### config.mk
export PLATFORM = sky130hd
export DESIGN_NAME = alu_arbiter
export DESIGN_NICKNAME = d
export VERILOG_FILES = /design/src/rtl/alu_arbiter.sv
export SDC_FILE = /design/constraint.sdc
export NUM_CORES = 1
export LEC_CHECK = 0
export BUFFER_PORTS_ARGS = -buffer_cell sky130_fd_sc_hd__buf_4
export CORE_MARGIN = 5
export CORE_UTILIZATION = 45
export DETAILED_ROUTE_END_ITERATION = 10
export PLACE_DENSITY = 0.91
export SYNTH_ARGS = -nofsm -noshare
export SYNTH_HDL_FRONTEND = slang
export SYNTH_SLANG_ARGS = --single-unit
### constraint.sdc
create_clock -name clk -period 2.7 [get_ports clk]
set_input_delay 0.27 -clock clk [delete_from_list [all_inputs] [get_ports clk]]
set_output_delay 0.27 -clock clk [all_outputs]
set_load 0.1 [all_outputs]
### src/rtl/alu_arbiter.sv
// alu_arbiter: shares one combinational ALU between two requesters.
// A round-robin grant picks one request in IDLE. The chosen operation is
// driven to the ALU for a single ISSUE cycle. The result is then held in RESP
// until the consumer takes it. Op code 0 bypasses the ALU and returns an error
// response straight away.
module alu_arbiter #(
    parameter int WIDTH = 32
) (
    input  logic             clk,
    input  logic             rst,

    input  logic             req0_valid,
    output logic             req0_ready,
    input  logic [3:0]       req0_op,
    input  logic [WIDTH-1:0] req0_a,
    input  logic [WIDTH-1:0] req0_b,

    input  logic             req1_valid,
    output logic             req1_ready,
    input  logic [3:0]       req1_op,
    input  logic [WIDTH-1:0] req1_a,
    input  logic [WIDTH-1:0] req1_b,

    output logic             rsp_valid,
    input  logic             rsp_ready,
    output logic             rsp_id,
    output logic [WIDTH-1:0] rsp_result,
    output logic             rsp_negative,
    output logic             rsp_zero,
    output logic             rsp_err,

    output logic [WIDTH-1:0] alu_input1,
    output logic [WIDTH-1:0] alu_input2,
    output logic [3:0]       alu_operation,
    input  logic [WIDTH-1:0] alu_out,
    input  logic             alu_negative,
    input  logic             alu_zero
);

    typedef enum logic [1:0] {
        IDLE  = 2'd0,
        ISSUE = 2'd1,
        RESP  = 2'd2
    } state_t;

    state_t state_reg, state_next;

    // last_grant_reg holds the requester served most recently. It loses the next tie.
    logic last_grant_reg, last_grant_next;

    // The operation latched at acceptance. Operands are not sampled again later.
    logic [3:0]       op_reg,  op_next;
    logic [WIDTH-1:0] a_reg,   a_next;
    logic [WIDTH-1:0] b_reg,   b_next;
    logic             id_reg,  id_next;

    // Captured response payload. It stays unchanged until the next operation writes it.
    logic [WIDTH-1:0] result_reg, result_next;
    logic             neg_reg,    neg_next;
    logic             zero_reg,   zero_next;
    logic             err_reg,    err_next;

    // Requester-indexed views of the two input ports, so grant and
    // selection logic can be written once for both requesters.
    logic [1:0]       valid_vec;
    logic [3:0]       op_vec [2];
    logic [WIDTH-1:0] a_vec  [2];
    logic [WIDTH-1:0] b_vec  [2];
    logic [1:0]       ready_vec;

    logic             grant_valid;
    logic             grant_id;
    logic             accept;

    assign valid_vec[0] = req0_valid;
    assign valid_vec[1] = req1_valid;
    assign op_vec[0]    = req0_op;
    assign op_vec[1]    = req1_op;
    assign a_vec[0]     = req0_a;
    assign a_vec[1]     = req1_a;
    assign b_vec[0]     = req0_b;
    assign b_vec[1]     = req1_b;

    // Grant choice: a lone requester always wins. On a tie, the requester not served last time wins.
    always_comb begin
        grant_valid = |valid_vec;
        if (valid_vec == 2'b11) begin
            grant_id = ~last_grant_reg;
        end else begin
            grant_id = valid_vec[1];
        end
    end

    // Ready goes only to the granted requester, only in IDLE, and never while reset is asserted.
    // Ready already implies valid, so any ready bit means a handshake.
    genvar gi;
    generate
        for (gi = 0; gi < 2; gi++) begin : g_ready
            assign ready_vec[gi] = (state_reg == IDLE) && !rst && grant_valid &&
                                   valid_vec[gi] && (grant_id == 1'(gi));
        end
    endgenerate

    assign req0_ready = ready_vec[0];
    assign req1_ready = ready_vec[1];
    assign accept     = |ready_vec;

    // State and datapath registers. Reset aborts any operation in flight.
    always_ff @(posedge clk) begin
        if (rst) begin
            state_reg      <= IDLE;
            last_grant_reg <= 1'b1;
            op_reg         <= '0;
            a_reg          <= '0;
            b_reg          <= '0;
            id_reg         <= 1'b0;
            result_reg     <= '0;
            neg_reg        <= 1'b0;
            zero_reg       <= 1'b0;
            err_reg        <= 1'b0;
        end else begin
            state_reg      <= state_next;
            last_grant_reg <= last_grant_next;
            op_reg         <= op_next;
            a_reg          <= a_next;
            b_reg          <= b_next;
            id_reg         <= id_next;
            result_reg     <= result_next;
            neg_reg        <= neg_next;
            zero_reg       <= zero_next;
            err_reg        <= err_next;
        end
    end

    // Next-state logic: accept in IDLE, capture the ALU result in ISSUE, hand off in RESP.
    always_comb begin
        state_next      = state_reg;
        last_grant_next = last_grant_reg;
        op_next         = op_reg;
        a_next          = a_reg;
        b_next          = b_reg;
        id_next         = id_reg;
        result_next     = result_reg;
        neg_next        = neg_reg;
        zero_next       = zero_reg;
        err_next        = err_reg;

        case (state_reg)
            IDLE: begin
                if (accept) begin
                    op_next = op_vec[grant_id];
                    a_next  = a_vec[grant_id];
                    b_next  = b_vec[grant_id];
                    id_next = grant_id;
                    if (op_vec[grant_id] == 4'd0) begin
                        // Op 0 is illegal. Reply at once with a fixed error payload.
                        result_next = '0;
                        neg_next    = 1'b0;
                        zero_next   = 1'b1;
                        err_next    = 1'b1;
                        state_next  = RESP;
                    end else begin
                        state_next  = ISSUE;
                    end
                end
            end

            ISSUE: begin
                // The ALU is combinational. Its outputs are valid within this
                // cycle, so they are taken as-is at the end of the cycle.
                result_next = alu_out;
                neg_next    = alu_negative;
                zero_next   = alu_zero;
                err_next    = 1'b0;
                state_next  = RESP;
            end

            RESP: begin
                // No new request is taken on the handoff cycle. Ready is
                // available again only once the arbiter is back in IDLE.
                if (rsp_ready) begin
                    last_grant_next = id_reg;
                    state_next      = IDLE;
                end
            end

            default: begin
                state_next = IDLE;
            end
        endcase
    end

    // ALU drive: the latched operation appears only during ISSUE. At all other times the ALU sees zeros.
    always_comb begin
        alu_input1    = '0;
        alu_input2    = '0;
        alu_operation = 4'd0;
        if (state_reg == ISSUE) begin
            alu_input1    = a_reg;
            alu_input2    = b_reg;
            alu_operation = op_reg;
        end
    end

    assign rsp_valid    = (state_reg == RESP);
    assign rsp_id       = id_reg;
    assign rsp_result   = result_reg;
    assign rsp_negative = neg_reg;
    assign rsp_zero     = zero_reg;
    assign rsp_err      = err_reg;

endmodule

==> results of run 1 <==
-- layer usage --
layer  track usage  up-vias  part of all wire  wire length (µm)
li1              -     2034                 -                 -
met1         0.249     1973              0.37              5290
met2         0.417      197              0.51              7440
met3        0.0681       35             0.093              1340
met4        0.0935        0             0.028               412
met5             0        -                 0                 0
-- worst paths after layout --
path | slack (ns) | to | from | cells after the start
setup / recovery | 0.50 | req1_ready | last_grant_reg | 4
hold / removal | 0.11 | rsp_result[19] | alu_out[19] | 2
setup reg to reg | 0.95 | rsp_result[26] | last_grant_reg | 5
hold reg to reg | 0.46 | a_reg[11] | a_reg[11] | 1
-- per-stage QoR --
stage / util / cells / setup slack (ns)
after floorplan: - / 410 / 0.215
after global placement: 0.686 / 793 / 0.797
after detailed placement: 0.686 / 793 / 0.778
after CTS: 0.707 / 809 / 0.464
after global routing: 0.707 / 809 / 0.424
final: 0.707 / 809 / 0.499
-- placed cells by master (no fill, tap or decap), types with 2 or more instances in the layout --
master	count
clkbuf_8	9
dfxtp_1	107
o21ai_1	2
buf_4	288
a22o_1	33
nor3_1	2
o2bb2ai_1	68
nor2_1	2
inv_6	3
mux2i_1	69
and2_1	69
a21oi_1	2
nor4_1	2
-- cell type report --
cell class / instances / area share
Clock buffer: 9 / 0.0179
Multi-Input combinational cell: 263 / 0.320
Clock inverter: 7 / 0.0118
Inverter: 1 / 0.000543
Sequential cell: 107 / 0.310
Timing Repair Buffer: 289 / 0.316
Tap cell: 133 / 0.0241
-- cells by family after synthesis --
family	Yosys count	synth area share
compound gates	110	0.213
buf+inv	40	0.0408
flops	107	0.476
mux	70	0.157
simple gates	83	0.114
-- power by group through the flow --
| stage | sequential [W] | combinational [W] | clock (W) |
|---|---|---|---|
| 4_1_cts | 0.00182 | 0.00140 | 0.00104 |
| 6_report | 0.00182 | 0.00139 | 0.00101 |
| 5_1_grt | 0.00184 | 0.00146 | 0.00111 |
| 3_3_place_gp | 0.00185 | 0.00137 | 0 |
| 2_1_floorplan | 0.00211 | 0.000691 | 0 |
| 3_5_place_dp | 0.00185 | 0.00140 | 0 |
-- synth_stat cells (all sizes together) (2+ instances only) --
library cell  instances
a21oi                 2
nor3                  2
a21boi                2
o21ai                 2
buf                  13
a22o                 33
nor2                  3
clkbuf               26
and2                 69
dfxtp               107
mux2i                69
o2bb2ai              68
nor2b                 3
nor4                  3
==> impl_metrics.env, run 1 <==
export IMPL_yosysTopAreaCell="dfxtp_1"
export IMPL_status="finished clean"
export IMPL_finalSetupViolations=0
export IMPL_cp_data_required_time_ns=2.43
export IMPL_drt_pass1_iterations=4
export IMPL_cts_repair_resized=0
export IMPL_design_area_um2=6910
export IMPL_synth_nets=585
export IMPL_netlist_area_leader_share=0.476
export IMPL_die_x_um=110
export IMPL_tightestPinTransition_ns=0.732
export IMPL_hp_class="in -> reg"
export IMPL_io_buffers=281
export IMPL_irDropWorstVdd_uv=331
export IMPL_dp_hpwl_um=11200
export IMPL_clk_pin_slew_ns=0.11
export IMPL_final_max_slew_viol_count=0
export IMPL_cpPeakStageDelay_ns=0.41
export IMPL_initial_utilization=0.461
export IMPL_clk_latency_ns=0.36
export IMPL_powerDensity_nw_per_um2=610
export IMPL_crit_type="reg -> out"
export IMPL_cts_tree="built"
export IMPL_drive_gt1_frac=0.464
export IMPL_post_cts_buffers=0
export IMPL_routed_wl_um=14500
export IMPL_die_h_um=110
export IMPL_cp_start_kind="flip-flop"
export IMPL_power_w=0.00422
export IMPL_ctsHoldBuffers=0
export IMPL_ant_nets=0
export IMPL_cp_num_buf_inv=2
export IMPL_finalClockSkew_ns=0.0129
export IMPL_fin_crit_sh=0.815
export IMPL_multi_input_area_um2=2210
export IMPL_h_tree_depth=3
export IMPL_drt_initial_drc_count=150
export IMPL_rsz0062_at_grt="false"
export IMPL_nets=846
export IMPL_switching_share=0.377
export IMPL_grt_pass1_wl_um=21600
export IMPL_clk_path_buf_depth=2
export IMPL_whs_ns=0.115
export IMPL_core_area_um2=9770
export IMPL_synth_ff_type="dfxtp_1"
export IMPL_overflow=0
export IMPL_yosysSeqAreaShare=0.476
export IMPL_numCtsBuffers=9
export IMPL_synthTopCellsByArea="dfxtp_1 48%, mux2i_1 15%, o2bb2ai_1 13%"
export IMPL_synth_edff_count=0
export IMPL_vias_per_cell=5.24
export IMPL_cts_sinks=107
export IMPL_intPower_w=0.00263
export IMPL_synth_avg_cell_area_um2=11.0
export IMPL_synthCells=410
export IMPL_rows=36
export IMPL_grt_pass1_vias=4281
export IMPL_max_cap_violations=0
export IMPL_arrival_ns=1.93
export IMPL_wl_per_cell_um=17.9
export IMPL_pwr_share_clk=0.239
export IMPL_cp_top_family="buffers and inverters"
export IMPL_ys_ff_latch=107
export IMPL_end_kind="output pin"
export IMPL_gr_usage_all_layers=0.230
export IMPL_globalplace_congestion=0.799
export IMPL_syn_area_um2=4500
export IMPL_combPwrFrac=0.330
export IMPL_critPathMaxFanout=70
export IMPL_synth_cell_types=25
export IMPL_die_area_um2=12100
export IMPL_ff_latch_area_um2=2140
export IMPL_slew_limit_headroom=0.512
export IMPL_drc_errors=0
export IMPL_ios=282
export IMPL_vias=4239
export IMPL_antenna_found_initial=0
export IMPL_ys_warn_count=0
export IMPL_slowest_stage="buf_12"
export IMPL_p_sw_w=0.00159
export IMPL_max_freq_mhz=454
export IMPL_cp_cell_sequence="a21boi_4 -> buf_12 -> and2_1 -> buf_4"
export IMPL_placed_area_um2=6710
export IMPL_setup_tns_ns=0
export IMPL_p_seq_frac=0.431
export IMPL_period_needed_ns=2.20
export IMPL_power_leakage_nw=3.19
export IMPL_cts_root_buf="clkbuf_8"
export IMPL_fill_cells=695
export IMPL_hold_viol_final=0
export IMPL_synthArstFlopShare=0
export IMPL_diodes=0
export IMPL_grt_max_degree=71
export IMPL_syn_to_final_growth_pct=53.5
No activity file was read; power rests on OpenSTA's default activity.
==> run 2, diff against run 1 <==
ABC_AREA = 1   (was not set)
CORE_UTILIZATION = 39   (was 45)
PLACE_DENSITY = 0.84   (was 0.91)
clock period = 1.95 ns   (was 2.7 ns; I/O delays follow)
==> impl_metrics.env, run 2 <==
export IMPL_status="finished clean"
export IMPL_end_kind="output pin"
export IMPL_globalplace_congestion=0.821
export IMPL_diodes=0
export IMPL_cts_tree="built"
export IMPL_max_freq_mhz=535
export IMPL_r2r_end="rsp_result[21]"
export IMPL_rsz0062_at_grt="false"
export IMPL_endpoint="alu_input2[31]"
export IMPL_io_buffers=281
export IMPL_overflow=0
export IMPL_irDropWorstVdd_uv=579
export IMPL_yosysMostFrequentCell="nor2_1"
export IMPL_die_h_um=118
export IMPL_synthTopCellsByArea="dfxtp_1 47%, nor2_1 11%, o22ai_1 8.9%"
export IMPL_grt_pass1_wl_um=26100
export IMPL_yosysTopAreaCell="dfxtp_1"
export IMPL_synth_ff_type="dfxtp_1"
export IMPL_die_x_um=118
export IMPL_whs_ns=0.107
export IMPL_h_tree_depth=3
export IMPL_synth_avg_cell_area_um2=7.16
export IMPL_ant_nets=0
export IMPL_synthCells=638
export IMPL_final_cell_mix="273 x buf_4, 106 x dfxtp_1, 76 x inv_1"
export IMPL_die_area_um2=14000
export IMPL_tightestPinTransition_ns=0.408
export IMPL_hold_viol_final=0
export IMPL_ys_top_cells_by_count="136 x nor2_1, 107 x dfxtp_1, 76 x inv_1, 65 x o22ai_1"
export IMPL_power_leakage_nw=3.36
export IMPL_cp_data_required_time_ns=1.75
export IMPL_nets=1079
export IMPL_dp_cells=1033
export IMPL_instances_no_fill=1052
export IMPL_antenna_found_initial=0
export IMPL_clk_latency_ns=0.34
export IMPL_initial_utilization=0.398
export IMPL_period_needed_ns=1.87
export IMPL_cp_start_kind="flip-flop"
export IMPL_clk_path_buf_depth=2
export IMPL_critPathLaunch="state_reg[0]"
export IMPL_ff_latch_area_um2=2140
export IMPL_fill_cells=951
export IMPL_ys_ff_latch=107
export IMPL_ios=282
export IMPL_syn_to_final_growth_pct=70.6
export IMPL_drt_initial_drc_count=326
export IMPL_crit_type="reg -> out"
export IMPL_syn_area_um2=4570
export IMPL_synth_nets=813
export IMPL_slew_limit_headroom=0.728
export IMPL_drc_errors=0
export IMPL_min_from="req1_b[31]"
export IMPL_ys_warn_count=0
export IMPL_max_cap_violations=0
export IMPL_numCtsBuffers=9
export IMPL_gr_usage_all_layers=0.225
export IMPL_wl_per_cell_um=15.8
export IMPL_cts_root_buf="clkbuf_16"
export IMPL_powerDensity_nw_per_um2=877
export IMPL_grt_pass1_vias=5238
export IMPL_core_area_um2=11500
export IMPL_drive_gt1_frac=0.436
export IMPL_synthArstFlopShare=0
export IMPL_synth_cell_types=21
export IMPL_final_common_cell="buf_4"
export IMPL_place_ws_ns=0.235
export IMPL_grt_max_degree=38
export IMPL_routed_wl_um=16700
export IMPL_cts_sinks=107
export IMPL_synth_edff_count=0
export IMPL_reg2reg_depth=8
export IMPL_yosysSeqAreaShare=0.469
export IMPL_hp_class="in -> reg"
export IMPL_netlist_area_leader_share=0.469
export IMPL_clk_pin_slew_ns=0.08
export IMPL_r2r_slack_ns=0.27
export IMPL_layout_setup_ws_ns=0.0798
export IMPL_multi_input_area_um2=2370
export IMPL_utilization=0.679
export IMPL_arrival_ns=1.68
export IMPL_drt_pass1_iterations=5
export IMPL_reg2reg_from="last_grant_reg"
export IMPL_final_max_slew_viol_count=0
export IMPL_rows=39
export IMPL_vias_per_cell=5.06
export IMPL_power_w=0.00683
export IMPL_vias=5319
export IMPL_finalClockSkew_ns=0.00705
export IMPL_fin_crit_sh=0.959
export IMPL_finalSetupViolations=0
export IMPL_critPathMaxFanout=17
export IMPL_dp_hpwl_um=12600
-- run 2: cell types whose count changed after synthesis, sizes merged, moves of 68 or more --
cell     change
and2        -69
inv         +77
mux2i       -69
nor2       +137
o21ai       +70
o2bb2ai     -68
-- run 2: cells by family after synthesis --
kind of cell / synth area share
compound gates: 0.209
buf+inv: 0.114
flops: 0.469
simple gates: 0.208
-- run 2: final cells by class --
cell class | count | area share
inverters | 78 | 0.0410
multi-input cells | 405 | 0.304
repair buffers | 303 | 0.318
clock inverters | 7 | 0.0108
well taps | 143 | 0.0230
clock buffers | 9 | 0.0289
flip-flops and latches | 107 | 0.275
-- run 2: worst max-delay path: stages (launching register included) --
cell and delay (ns):
dfxtp_2 0.35, inv_1 0.05, nor2_2 0.12, bufinv_16 0.22
buf_12 0.18, nor2_2 0.15, buf_6 0.24
-- run 2: where the power goes --
part / switching, W / leakage [nW] / internal (W) / total (W)
Sequential: 0.0000754 / 0.881 / 0.00242 / 0.00249
Clock: 0.000870 / 0.149 / 0.00102 / 0.00189
Combinational: 0.00171 / 2.33 / 0.000739 / 0.00245
-- run 2: how the worst min path moves through the flow --
stage              endpoint  cells past startpoint  slack (ns)
2_1_floorplan  rsp_negative                      2        0.34
3_3_place_gp        rsp_err                      2        0.44
3_5_place_dp        rsp_err                      2        0.44
4_1_cts           a_reg[19]                      3         0.1
5_1_grt            b_reg[0]                      3         0.1
6_report          b_reg[31]                      3        0.11
-- run 2: per-stage QoR --
| step | area, µm² | setup TNS (ns) |
|---|---|---|
| after floorplan | 5030 | -3.35 |
| after global placement | 7330 | 0 |
| after detailed placement | 7330 | 0 |
| after CTS | 7680 | -0.0567 |
| after global routing | 7790 | 0 |
| final | 7790 | 0 |
-- run 2: what timing repair did --
item / 4_1_cts / 5_1_grt
setup endpoints to repair: 11 / 59
hold buffers: 0 / 0
pin swaps: 1 / 0
cloned: 0 / 0
resized for setup: 10 / 20
setup buffers: 1 / 2
-- run 2: per-layer routing --
| metal | up-vias | track usage | routed length (µm) |
|---|---|---|---|
| met5 | - | 0 | 0 |
| met4 | 0 | 0.0824 | 490 |
| met3 | 34 | 0.0635 | 1350 |
| met2 | 213 | 0.399 | 8540 |
| met1 | 2449 | 0.258 | 6280 |
| li1 | 2623 | - | - |
==> run 3, diff against run 2 <==
CELL_PAD_IN_SITES_DETAIL_PLACEMENT = 0   (was not set)
CELL_PAD_IN_SITES_GLOBAL_PLACEMENT = 1   (was not set)
CORE_UTILIZATION = 26   (was 39)
SETUP_SLACK_MARGIN = 0.4   (was not set)
==> impl_metrics.env, run 3 (synthesis gave the netlist of run 2 again) <==
export IMPL_status="finished clean"
export IMPL_critPathMaxFanout=11
export IMPL_cp_start_kind="flip-flop"
export IMPL_syn_to_final_growth_pct=106
export IMPL_tightestPinTransition_ns=0.384
export IMPL_clk_pin_slew_ns=0.08
export IMPL_dp_hpwl_um=12600
export IMPL_reg2reg_depth=10
export IMPL_io_buffers=281
export IMPL_final_max_slew_viol_count=0
export IMPL_place_ws_ns=0.278
export IMPL_critPathLaunch="state_reg[0]"
export IMPL_clk_latency_ns=0.35
export IMPL_drt_initial_drc_count=251
export IMPL_cts_root_buf="clkbuf_16"
export IMPL_clk_path_buf_depth=2
export IMPL_cts_tree="built"
export IMPL_reg2reg_from="state_reg[0]"
export IMPL_layout_setup_ws_ns=0.236
export IMPL_vias_per_cell=4.81
export IMPL_routed_wl_um=20900
export IMPL_endpoint="alu_input2[3]"
export IMPL_numCtsBuffers=9
export IMPL_arrival_ns=1.52
export IMPL_rows=48
export IMPL_drc_errors=0
export IMPL_r2r_slack_ns=0.27
export IMPL_whs_ns=0.0925
export IMPL_slew_limit_headroom=0.744
export IMPL_final_common_cell="buf_4"
export IMPL_vias=5609
export IMPL_power_leakage_nw=3.80
export IMPL_diodes=0
export IMPL_gr_usage_all_layers=0.180
export IMPL_cts_sinks=107
export IMPL_dp_cells=1110
export IMPL_overflow=0
export IMPL_finalClockSkew_ns=0.0134
export IMPL_period_needed_ns=1.71
export IMPL_globalplace_congestion=0.767
export IMPL_ant_nets=0
export IMPL_hold_viol_final=0
export IMPL_power_w=0.00742
export IMPL_placed_area_um2=7360
export IMPL_powerDensity_nw_per_um2=790
export IMPL_initial_utilization=0.265
export IMPL_core_area_um2=17200
export IMPL_drive_gt1_frac=0.481
export IMPL_antenna_found_initial=0
export IMPL_max_freq_mhz=584
export IMPL_ctsHoldBuffers=0
export IMPL_h_tree_depth=3
export IMPL_nets=1112
export IMPL_grt_pass1_wl_um=29000
export IMPL_crit_type="reg -> out"
export IMPL_final_cell_mix="236 x buf_4, 104 x dfxtp_1, 77 x buf_12"
export IMPL_finalSetupViolations=0
export IMPL_drt_pass1_iterations=4
export IMPL_die_area_um2=20300
export IMPL_die_h_um=143
export IMPL_fin_crit_sh=0.879
export IMPL_irDropWorstVdd_uv=431
export IMPL_design_area_um2=9400
export IMPL_grt_pass1_vias=5412
export IMPL_wl_per_cell_um=17.9
export IMPL_hp_class="in -> reg"
export IMPL_rsz0062_at_grt="true"
export IMPL_max_cap_violations=0
export IMPL_r2r_end="rsp_result[17]"
export IMPL_cp_data_required_time_ns=1.75
export IMPL_ios=282
export IMPL_instances_no_fill=1167
export IMPL_die_x_um=143
export IMPL_grt_max_degree=70
export IMPL_end_kind="output pin"
[run 3: cell count changes in the layout (fill, tap and decap cells not counted), moves of 9 or more]
cell	previous run	this run
nand3_2	0	9
nor2_2	10	0
nand3_1	37	28
buf_4	273	236
buf_12	9	77
nor2_4	60	76
buf_6	19	2
[run 3: timing repair]
| item | 4_1_cts | 5_1_grt |
|---|---|---|
| buffers inserted | 10 | 15 |
| pin swaps | 5 | 7 |
| hold endpoints to repair | 0 | 0 |
| cloned | 4 | 12 |
| endpoints found under the setup margin | 107 | 171 |
| resized for setup | 237 | 47 |
[run 3: report_power, final]
part	total (W)	leakage [nW]	switching, W	internal, W
clock network	0.00194	0.146	0.000863	0.00107
logic	0.00299	2.77	0.00192	0.00107
registers	0.00249	0.881	0.0000777	0.00242
total	0.00742	3.80	0.00286	0.00456
[run 3: area by class of cell]
| cell class | count | area [µm²] |
|---|---|---|
| Multi-Input combinational cell | 411 | 2640 |
| Tap cell | 225 | 282 |
| Sequential cell | 107 | 2150 |
| Clock buffer | 13 | 260 |
| Clock inverter | 3 | 46.3 |
| Timing Repair Buffer | 330 | 3720 |
| Inverter | 78 | 303 |
| Fill cell | 1536 | 7840 |
[run 3: metrics by stage]
step | TNS (ns) | utilization
after floorplan | -0.228 | -
after global placement | 0 | 0.427
after detailed placement | 0 | 0.427
after CTS | 0 | 0.513
after global routing | 0 | 0.545
final | 0 | 0.545
[run 3: routing by layer]
metal / up-vias / global-route usage / share of wire
li1: 2708 / - / -
met5: - / 0 / 0
met4: 0 / 0.0550 / 0.024
met3: 33 / 0.0706 / 0.090
met2: 232 / 0.309 / 0.51
met1: 2636 / 0.208 / 0.38
[run 3: worst min path at each step]
stage	startpoint	slack [ns]	end	cells after the start
after floorplan	alu_negative	0.34	rsp_negative	2
after global placement	rsp_err	0.43	rsp_err	2
after detailed placement	rsp_err	0.44	rsp_err	2
after CTS	req1_a[19]	0.08	a_reg[19]	3
after global routing	req1_a[22]	0.07	a_reg[22]	3
final	req1_a[22]	0.09	a_reg[22]	3
[run 3: critical path, cell delays in order (launching register included)]
cell     delay, ns
dfxtp_2       0.34
inv_2         0.04
nor2_4        0.15
inv_8         0.10
buf_16        0.19
nor2_4        0.15
buf_12        0.18
